<file path="src/rtl/result_readback_if.sv">
// Memory bar and output stream bundle for the result readback engine.
// master = readback engine, slave = memory plus downstream consumer.
interface result_readback_if #(
    parameter int WIDTH = 64
);
    logic             write_en_bar;
    logic [WIDTH-1:0] data_in_bar;
    logic [31:0]      addr_bar;
    logic [WIDTH-1:0] data_out_bar;
    logic             m_valid;
    logic             m_ready;
    logic [WIDTH-1:0] m_data;
    logic             m_last;

    modport master (
        output write_en_bar, data_in_bar, addr_bar, m_valid, m_data, m_last,
        input  data_out_bar, m_ready
    );

    modport slave (
        input  write_en_bar, data_in_bar, addr_bar, m_valid, m_data, m_last,
        output data_out_bar, m_ready
    );
endinterface

</file>
<file path="src/rtl/result_readback.sv">
// Drains a result region from the shared memory bar into a credit-bounded FIFO and streams it out.
// Optional macro STRIDED_READ_EN: read in column-interleaved order instead of linearly.
module result_readback #(
    parameter int WIDTH      = 64,
    parameter int BASE_ADDR  = 3072,
    parameter int NUM_WORDS  = 512,
    parameter int RD_LATENCY = 7,
    parameter int FIFO_DEPTH = 16,
    parameter int STRIDE     = 4
) (
    input  logic              clk,
    input  logic              rst_n,
    input  logic              start,
    output logic              busy,
    output logic              done,
    result_readback_if.master bar
);
    localparam int CW = $clog2(NUM_WORDS) + 1;
    localparam int PW = $clog2(FIFO_DEPTH);
    localparam int OW = $clog2(RD_LATENCY + FIFO_DEPTH + 2) + 1;
    localparam logic [CW-1:0] LAST_IDX = CW'(NUM_WORDS - 1);

    typedef enum logic [1:0] {S_IDLE, S_ISSUE, S_DRAIN, S_DONE} state_t;

    state_t           state_r;
    logic             busy_r;
    logic             done_r;
    logic [CW-1:0]    issue_cnt_r;
    logic [CW-1:0]    out_cnt_r;
    logic [31:0]      addr_r;
    logic             issue_v_r;
    logic [RD_LATENCY-1:0] pipe_r;
    logic [WIDTH-1:0] fifo_r [FIFO_DEPTH];
    logic [PW-1:0]    wr_ptr_r;
    logic [PW-1:0]    rd_ptr_r;
    logic [PW:0]      count_r;

    logic             valid_s;
    logic             push_s;
    logic             pop_s;
    logic             issue_s;
    logic [OW-1:0]    inflight_s;
    logic [OW-1:0]    credit_s;
    logic [31:0]      offset_s;

    function automatic logic [OW-1:0] ones_count(input logic [RD_LATENCY-1:0] v);
        logic [OW-1:0] n;
        n = '0;
        for (int i = 0; i < RD_LATENCY; i++) begin
            n = n + OW'(v[i]);
        end
        return n;
    endfunction

    // Credit accounting: the address-stage flag counts as in flight so the FIFO can never overflow.
    always_comb begin
        valid_s    = (count_r != '0);
        push_s     = pipe_r[RD_LATENCY-1];
        pop_s      = valid_s && bar.m_ready;
        inflight_s = ones_count(pipe_r) + OW'(issue_v_r);
        credit_s   = inflight_s + OW'(count_r) - OW'(pop_s);
        if ((state_r == S_ISSUE) && (credit_s < OW'(FIFO_DEPTH))) begin
            issue_s = 1'b1;
        end else begin
            issue_s = 1'b0;
        end
    end

`ifdef STRIDED_READ_EN
    localparam int GROUP = NUM_WORDS / STRIDE;
    logic [CW-1:0] inner_r;
    logic [CW-1:0] outer_r;

    // Inner walks a column group in STRIDE steps; outer selects the column group.
    always_ff @(posedge clk or negedge rst_n) begin
        if (!rst_n) begin
            inner_r <= '0;
            outer_r <= '0;
        end else if ((state_r == S_IDLE) && start) begin
            inner_r <= '0;
            outer_r <= '0;
        end else if (issue_s) begin
            if (inner_r == CW'(GROUP - 1)) begin
                inner_r <= '0;
                outer_r <= outer_r + CW'(1);
            end else begin
                inner_r <= inner_r + CW'(1);
            end
        end
    end

    assign offset_s = 32'(inner_r) * 32'(STRIDE) + 32'(outer_r);
`else
    assign offset_s = 32'(issue_cnt_r);
`endif

    // Control FSM with issue/beat counters and the address register.
    always_ff @(posedge clk or negedge rst_n) begin
        if (!rst_n) begin
            state_r     <= S_IDLE;
            busy_r      <= 1'b0;
            done_r      <= 1'b0;
            issue_cnt_r <= '0;
            out_cnt_r   <= '0;
            addr_r      <= 32'(BASE_ADDR);
        end else begin
            if (pop_s) begin
                out_cnt_r <= out_cnt_r + CW'(1);
            end
            if (issue_s) begin
                addr_r      <= 32'(BASE_ADDR) + offset_s;
                issue_cnt_r <= issue_cnt_r + CW'(1);
            end
            case (state_r)
                S_IDLE: begin
                    done_r <= 1'b0;
                    if (start) begin
                        state_r     <= S_ISSUE;
                        busy_r      <= 1'b1;
                        issue_cnt_r <= '0;
                        out_cnt_r   <= '0;
                    end
                end
                S_ISSUE: begin
                    if (issue_s && (issue_cnt_r == LAST_IDX)) begin
                        state_r <= S_DRAIN;
                    end
                end
                S_DRAIN: begin
                    if (pop_s && (out_cnt_r == LAST_IDX) && (inflight_s == '0)) begin
                        state_r <= S_DONE;
                        done_r  <= 1'b1;
                    end
                end
                S_DONE: begin
                    state_r <= S_IDLE;
                    busy_r  <= 1'b0;
                    done_r  <= 1'b0;
                end
                default: begin
                    state_r <= S_IDLE;
                    busy_r  <= 1'b0;
                    done_r  <= 1'b0;
                end
            endcase
        end
    end

    // Read-latency tracker and output FIFO; a push into an empty FIFO is visible next cycle.
    always_ff @(posedge clk or negedge rst_n) begin
        if (!rst_n) begin
            issue_v_r <= 1'b0;
            pipe_r    <= '0;
            wr_ptr_r  <= '0;
            rd_ptr_r  <= '0;
            count_r   <= '0;
            for (int i = 0; i < FIFO_DEPTH; i++) begin
                fifo_r[i] <= '0;
            end
        end else begin
            issue_v_r <= issue_s;
            pipe_r    <= (pipe_r << 1) | RD_LATENCY'(issue_v_r);
            if (push_s) begin
                fifo_r[wr_ptr_r] <= bar.data_out_bar;
                wr_ptr_r         <= wr_ptr_r + PW'(1);
            end
            if (pop_s) begin
                rd_ptr_r <= rd_ptr_r + PW'(1);
            end
            if (push_s && !pop_s) begin
                count_r <= count_r + (PW+1)'(1);
            end else if (!push_s && pop_s) begin
                count_r <= count_r - (PW+1)'(1);
            end
        end
    end

    assign busy             = busy_r;
    assign done             = done_r;
    assign bar.addr_bar     = addr_r;
    assign bar.write_en_bar = 1'b0;
    assign bar.data_in_bar  = '0;
    assign bar.m_valid      = valid_s;
    assign bar.m_data       = fifo_r[rd_ptr_r];
    assign bar.m_last       = valid_s && (out_cnt_r == LAST_IDX);

    a_no_overflow: assert property (@(posedge clk) disable iff (!rst_n)
        !(push_s && !pop_s && (count_r == (PW+1)'(FIFO_DEPTH))));
    a_stride_divides: assert property (@(posedge clk) disable iff (!rst_n)
        ((NUM_WORDS % STRIDE) == 0));
endmodule

</file>
<file path="src/flat_wrapper.sv">
// flat-port wrapper written by rule: the top's interface ports become plain ports
module result_readback_flat 
#(
    parameter int WIDTH      = 64,
    parameter int BASE_ADDR  = 3072,
    parameter int NUM_WORDS  = 512,
    parameter int RD_LATENCY = 7,
    parameter int FIFO_DEPTH = 16,
    parameter int STRIDE     = 4
)
  (clk, rst_n, start, busy, done, bar_write_en_bar, bar_data_in_bar, bar_addr_bar, bar_m_valid, bar_m_data, bar_m_last, bar_data_out_bar, bar_m_ready);
  result_readback_if #(.WIDTH(WIDTH)) bar_i ();
  input  logic clk;
  input  logic rst_n;
  input  logic start;
  output logic busy;
  output logic done;
  output wire logic [$bits(bar_i.write_en_bar)-1:0] bar_write_en_bar;
  output wire logic [$bits(bar_i.data_in_bar)-1:0] bar_data_in_bar;
  output wire logic [$bits(bar_i.addr_bar)-1:0] bar_addr_bar;
  output wire logic [$bits(bar_i.m_valid)-1:0] bar_m_valid;
  output wire logic [$bits(bar_i.m_data)-1:0] bar_m_data;
  output wire logic [$bits(bar_i.m_last)-1:0] bar_m_last;
  input wire logic [$bits(bar_i.data_out_bar)-1:0] bar_data_out_bar;
  input wire logic [$bits(bar_i.m_ready)-1:0] bar_m_ready;
  assign bar_write_en_bar = bar_i.write_en_bar;
  assign bar_data_in_bar = bar_i.data_in_bar;
  assign bar_addr_bar = bar_i.addr_bar;
  assign bar_m_valid = bar_i.m_valid;
  assign bar_m_data = bar_i.m_data;
  assign bar_m_last = bar_i.m_last;
  assign bar_i.data_out_bar = bar_data_out_bar;
  assign bar_i.m_ready = bar_m_ready;
  result_readback #(.WIDTH(WIDTH), .BASE_ADDR(BASE_ADDR), .NUM_WORDS(NUM_WORDS), .RD_LATENCY(RD_LATENCY), .FIFO_DEPTH(FIFO_DEPTH), .STRIDE(STRIDE)) u_core (.clk(clk), .rst_n(rst_n), .start(start), .busy(busy), .done(done), .bar(bar_i));
endmodule
</file>
<file path="config.mk">
export PLATFORM = sky130hd
export DESIGN_NAME = result_readback_flat
export DESIGN_NICKNAME = d
export VERILOG_FILES = /design/src/rtl/result_readback_if.sv /design/src/rtl/result_readback.sv /design/src/flat_wrapper.sv
export SDC_FILE = /design/constraint.sdc
export NUM_CORES = 2
export LEC_CHECK = 0
export ABC_AREA = 1
export ABC_CLOCK_PERIOD_IN_PS = 12600
export BUFFER_PORTS_ARGS = -buffer_cell sky130_fd_sc_hd__buf_2
export CORE_UTILIZATION = 30
export DETAILED_ROUTE_END_ITERATION = 12
export GPL_ROUTABILITY_DRIVEN = 0
export REMOVE_ABC_BUFFERS = 1
export SYNTH_ARGS = -nofsm -noshare
export SYNTH_HDL_FRONTEND = slang
export SYNTH_SLANG_ARGS = --single-unit
</file>
<file path="constraint.sdc">
create_clock -name clk -period 12.6 [get_ports clk]
set_input_delay 2.52 -clock clk [delete_from_list [all_inputs] [get_ports clk]]
set_output_delay 2.52 -clock clk [all_outputs]
set_load 0.02 [all_outputs]
</file>
After elaboration in Yosys (flattened, before gate mapping)
Cells that the tools add are included.
{ "word_totals": {"mem_count": 0, "romBits": 0, "mem_bits_rw": 0, "in_bits": 68, "latch_bits": 0, "output_inout_bits": 165, "regBits": 1101, "elab_cells": 102} }
{ "classes": {"eq_ne": 8, "bitwise": 3, "shift": 0, "n_addsub": 16, "reduce_logical": 21, "n_lt_le_gt_ge": 4, "div": 0, "muxes": 23, "multipliers": 0} }
{ "ops": {"columns": ["cell", "count"], "rows": [
  ["$bwmux W1024", 1],
  ["$bmux W64 S4", 1],
  ["$demux W64 S4", 1],
  ["$mux W64", 3],
  ["$mux W10", 6],
  ["$add A6 B1 Y6", 6],
  ["$add A10 B1 Y10 const B", 2],
  ["$eq A10 B9 Y1 const B", 2],
  ["$add A12 B10 Y13 const A", 1],
  ["$ge A5 B5 Y1 const B", 2],
  ["$mux W5", 2],
  ["$not A4 Y5", 2],
  ["$logic_and A1 B1 Y1", 9],
  ["$add A4 B1 Y4 const B", 2],
  ["$pmux W2 S4", 1],
  ["$or A7 B1 Y7", 1],
  ["$add A6 B5 Y6", 1],
  ["$logic_not A6 Y1", 1],
  ["$lt A6 B5 Y1 const B", 1],
  ["$mux W2", 3],
  ["$reduce_bool A2 Y1", 3],
  ["$sub A6 B1 Y6", 1],
  ["$add A5 B1 Y5 const B", 1],
  ["$lt A5 B1 Y1 const B", 1],
  ["other kinds (14)", 21]
]} }

Depth between registers and ports, before layout
{ "depth": {"word_depth": 15, "mapped_depth": 23, "depth_no_buf": 23} }

Worst setup path before layout
Ideal clock, no wire load.
{ "synth_timing": {"path_type": "input to register", "startpoint": "input bar_m_ready", "endpoint": "register u_core.state_r[0]", "required_time_ns": 12.483, "arrival_time_ns": 4.199, "setup_ns": 0.117, "path_slack_ns": 8.285, "path_stages": 16, "n_path_buf": 1, "cell_sequence": "nand2_2 > inv_2 > buf_2 > ha_1 > inv_1 > ha_1 > nand2_1 > nor2_1 > nand2_1 > nand4_1 > nand2_4 > nand2_2 > o21bai_1 > nand2_1 > nand2_1 > nand2_1"} }
{ "synth_via": {"elab_chain_cells": 8, "word_cells_on_any_way": 11, "cone_classes": "1 x add/sub; 1 x order compare; 2 x eq/ne; 1 x mux; 6 x reduce/logical"} }
{ "synth_lines": {"columns": ["element", "line_no", "rtl"], "rows": [
  ["from (decl)", "flat_wrapper.sv:25", "input wire logic [$bits(bar_i.m_ready)-1:0] bar_m_ready;"],
  ["$logic_and A1 B1 Y1 (*)", "result_readback.sv:59", "pop_s = valid_s && bar.m_ready;"],
  ["via u_core.pop_s", "result_readback.sv:40", "logic pop_s;"],
  ["$sub A6 B1 Y6", "result_readback.sv:61", "credit_s = inflight_s + OW'(count_r) - OW'(pop_s);"],
  ["$lt A6 B5 Y1", "result_readback.sv:62", "if ((state_r == S_ISSUE) && (credit_s < OW'(FIFO_DEPTH))) begin"],
  ["$logic_and A1 B1 Y1", "result_readback.sv:62", null],
  ["$mux W1", "result_readback.sv:62", null],
  ["$logic_and A1 B1 Y1", "result_readback.sv:125", "if (issue_s && (issue_cnt_r == LAST_IDX)) begin"],
  ["$ne A2 B2 Y1 (no line)", null, null],
  ["$reduce_and A3 Y1 (no line) (*)", null, null],
  ["to (signal assigned)", "result_readback.sv:126", "state_r <= S_DRAIN;"],
  ["to (signal assigned)", "result_readback.sv:131", "state_r <= S_DONE;"],
  ["to (signal assigned)", "result_readback.sv:136", "state_r <= S_IDLE;"],
  ["to (decl)", "result_readback.sv:25", "state_t state_r;"]
]} }
The timed path passes the listed nets; every way through them passes the cells marked *.
A chain may end at the register's enable or synchronous reset.

Worst setup path in the final report
{ "layout_timing": {"startpoint": "register u_core.rd_ptr_r[0]", "endpoint": "output bar_m_data[24]"} }
{ "layout_via": {"elab_chain_cells": 4} }
{ "layout_lines": {"columns": ["element", "line_no", "rtl"], "rows": [
  ["from (decl)", "result_readback.sv:35", "logic [PW-1:0] rd_ptr_r;"],
  ["from (signal assigned)", "result_readback.sv:168", "rd_ptr_r <= rd_ptr_r + PW'(1);"],
  ["$not A4 Y5 (not written as such)", "result_readback.sv:184", "assign bar.m_data = fifo_r[rd_ptr_r];"],
  ["$bmux W64 S4", "result_readback.sv:184", null],
  ["$mux W64 (not written as such) (2 in series)", "result_readback.sv:184", null],
  ["to (decl)", "flat_wrapper.sv:22", "output wire logic [$bits(bar_i.m_data)-1:0] bar_m_data;"]
]} }
No other way between the ends. The select of a mux whose other input is x is not followed.

==> flow_metrics.tcl <==
set metrics [dict create \
    status "finished, final reports clean" \
    p_int_w 0.00769 \
    grt_start_max_net_pins 277 \
    numCtsBuffers 117 \
    grtUsageMet2 0.276 \
    instances_no_fill 7794 \
    port-buffer-count 145 \
    crit_buf_inv 4 \
    syn-instance-count 5736 \
    max-slew-margin-rel 0.257 \
    drtAntennaViolNets 0 \
    cp_data_required_time_ns 10.08 \
    rsz0062_at_grt "false" \
    rows 147 \
    initial_utilization 0.303 \
    use_met1 0.242 \
    busiest_layer "met2" \
    hold_viol 0 \
    grt_overflow 0 \
    ys.warnings.count 0 \
    pin_count 233 \
    layout-drive-gt1-share 0.0731 \
    use_met3 0.0347 \
    cts_setup_buffers 0 \
    wl_per_cell_um 18.5 \
    via_per_inst 5.05 \
    crit_arrival_ns 4.79 \
    grt_pass1_wl_um 226000 \
    dp_hpwl_um 74500 \
    root_buffer "clkbuf_16" \
    yosysTopAreaCell "dfrtp_1" \
    area.growth.synth_to_final_pct 11.6 \
    crit_top_cell "buf_4" \
    vias 39400 \
    peakVddDrop_mv 0.237 \
    cpLargestDelayFamily "buffers and inverters" \
    p_per_area_nw_per_um2 235 \
    fin_crit_sh 0.580 \
    max_stage_delay_ns 0.81 \
    dr.pass1.iters 6 \
    avgSynthCellArea_um2 8.52 \
    drcViolationCount 0 \
    hold_ws_ns 0.372 \
    synth.area.top_cells "dfrtp_1 55%, o21ai_0 14%, nand2_1 8.2%" \
    combPwrFrac 0.343 \
    critPathSlowestCell "buf_4" \
    postCtsHoldBufs 0 \
    p_clk_frac 0.279 \
    first_iter_violations 3882 \
    layout.nets 5633 \
    clkTransAtPathRegs_ns 0.06 \
    drv_cap 0 \
    fin_crit_ns 7.31 \
    setup_viol 0 \
    leakage_nw 24.7 \
    htreeDepth 3 \
    switching_share 0.400 \
    cts_tree "yes" \
    core_area_um2 161000 \
    clk_latency_ns 0.78 \
    worstSetupStartpointType "flop" \
    drv_slew 0 \
    ys_ff_latch 1079 \
    yosysUniqueCellTypes 37 \
    tightestPinTransition_ns 1.11 \
    die_w_um 406 \
    power.net_switching_w 0.00513 \
    clock.fmax_mhz 137 \
    clkSinkCount 1079 \
    worstSetupPathType "flop to output port" \
    dpl.cell_count 7575 \
    die_h_um 406 \
    cp_max_fo 276 \
    hold_class "flop to flop" \
    routed_wl_um 144000 \
    grt_pass1_vias 37600 \
    end_kind "output port" \
    fill_cells 16800 \
    skew_ns 0.0777 \
    die_area_um2 165000 \
    critical_path.cell_chain "inv_16, buf_4, buf_4, o21ai_0, o221ai_1, nand3_1, nand2_1, buf_2" \
    antenna_found_initial 21 \
    post-route-util 0.338 \
    grt_usage 0.175 \
    synth_top_area_frac 0.553 \
    clockBufferDepth 3 \
    power_frac_seq 0.378 \
    syn_area_um2 48900 \
    yosysSeqAreaShare 0.553 \
    cts_resized 0 \
]
[power by group through the flow]
stage               clock (W)  sequential [W]  combinational [W]
floorplan                   0         0.00494            0.00273
global placement            0         0.00487            0.00436
detailed placement          0         0.00488            0.00443
CTS                   0.00367         0.00483            0.00444
global route          0.00381         0.00495            0.00497
finish                0.00358         0.00484            0.00440
[cell usage in the layout, fill, tap and decap left out, types with 2 or more instances in the layout]
cell,n
nand2_1,1050
clkinvlp_4,3
clkinv_2,19
nor3_1,6
o21ai_0,1407
clkbuf_1,29
clkinv_4,2
clkinv_16,6
inv_6,4
bufinv_16,9
clkbuf_8,31
o21ai_1,22
xnor2_1,4
o22ai_1,40
dfrtp_4,4
ha_1,26
inv_2,2
nand2_4,13
nand4_1,7
nand3_1,169
nor2_1,547
conb_1,87
inv_1,260
fa_1,5
o211ai_1,40
clkbuf_16,117
o221ai_1,152
nor2_4,5
buf_12,9
buf_2,144
xor2_1,11
dfrtp_1,1075
nand2_2,4
a21oi_1,279
buf_4,33
[cell families (layout without fill, tap and decap cells)]
family                   after synthesis  count (layout)  synth area share
AND/OR/NAND/NOR                     1806            1806             0.145
buffers and inverters                859             671            0.0773
flip-flops                          1079            1079             0.553
adder cells (fa/ha/maj)               31              31           0.00871
other                                  2              88          0.000154
AO/OA/AOI/OAI                       1944            1944             0.214
XOR/XNOR                              15              15           0.00269
[synthesized netlist by cell type (all sizes together)]
master   instances
nand2         1067
a2bb2oi          1
o21ai         1429
nand4            7
a21boi           1
dfrtp         1079
o211ai          40
xnor2            4
a211oi           1
ha              26
buf            251
nand3b           1
nand3          170
nor3             6
a21oi          279
xor2            11
inv            266
o21bai           1
clkbuf         342
nor4             1
o22ai           40
nor2           553
fa               5
conb             2
or2              1
o221ai         152
[per-stage QoR]
stage	TNS [ns]	worst slack [ns]	total power, W	cell area (um2)
2_1_floorplan	-269.72	-4.24	0.00766	46400
3_3_place_gp	0	6.11	0.00923	50400
3_5_place_dp	0	6.07	0.00932	50400
4_1_cts	0	5.27	0.0130	54500
5_1_grt	0	4.99	0.0137	54500
6_report	0	5.29	0.0128	54500
[cell type report]
type,instances,area [um2],area share
Inverter,266,1030,0.0189
Sequential cell,1079,27000,0.496
Tap cell,2160,2700,0.0496
Clock inverter,41,607,0.0111
Multi-Input combinational cell,3883,18500,0.340
Timing Repair Buffer,187,1160,0.0213
Clock buffer,177,3460,0.0635
Antenna cell,1,2.50,0.0000459
[state kept, by name, summed over array words and instances (netlist names)]
register	count
u_core.bar.addr_bar	10
u_core.busy	1
u_core.count_r	5
u_core.done	1
u_core.fifo_r	1024
u_core.issue_cnt_r	10
u_core.issue_v_r	1
u_core.out_cnt_r	10
u_core.pipe_r	7
u_core.rd_ptr_r	4
u_core.state_r	2
u_core.wr_ptr_r	4
[worst paths after layout]
check                                        start                     to  slack, ns  cells past startpoint
worst max-delay path            u_core.rd_ptr_r[0]         bar_m_data[24]       5.29                      8
worst min-delay path              u_core.issue_v_r       u_core.pipe_r[0]       0.37                      0
worst max register to register    u_core.pipe_r[0]  u_core.issue_cnt_r[9]       7.94                     22
worst min register to register    u_core.issue_v_r       u_core.pipe_r[0]       0.37                      0
max in group asynchronous                    rst_n     u_core.fifo_r[100]       8.38                      3
min in group asynchronous                    rst_n     u_core.fifo_r[667]       1.86                      1
[routing by layer]
metal | share of wire | routed length, um | vias to the layer above
li1 | - | - | 18600
met1 | 0.46 | 65900 | 19300
met2 | 0.45 | 64900 | 1189
met3 | 0.067 | 9750 | 261
met4 | 0.026 | 3710 | 22
met5 | 0.0011 | 153 | -
No activity file was read; power rests on OpenSTA's default activity.
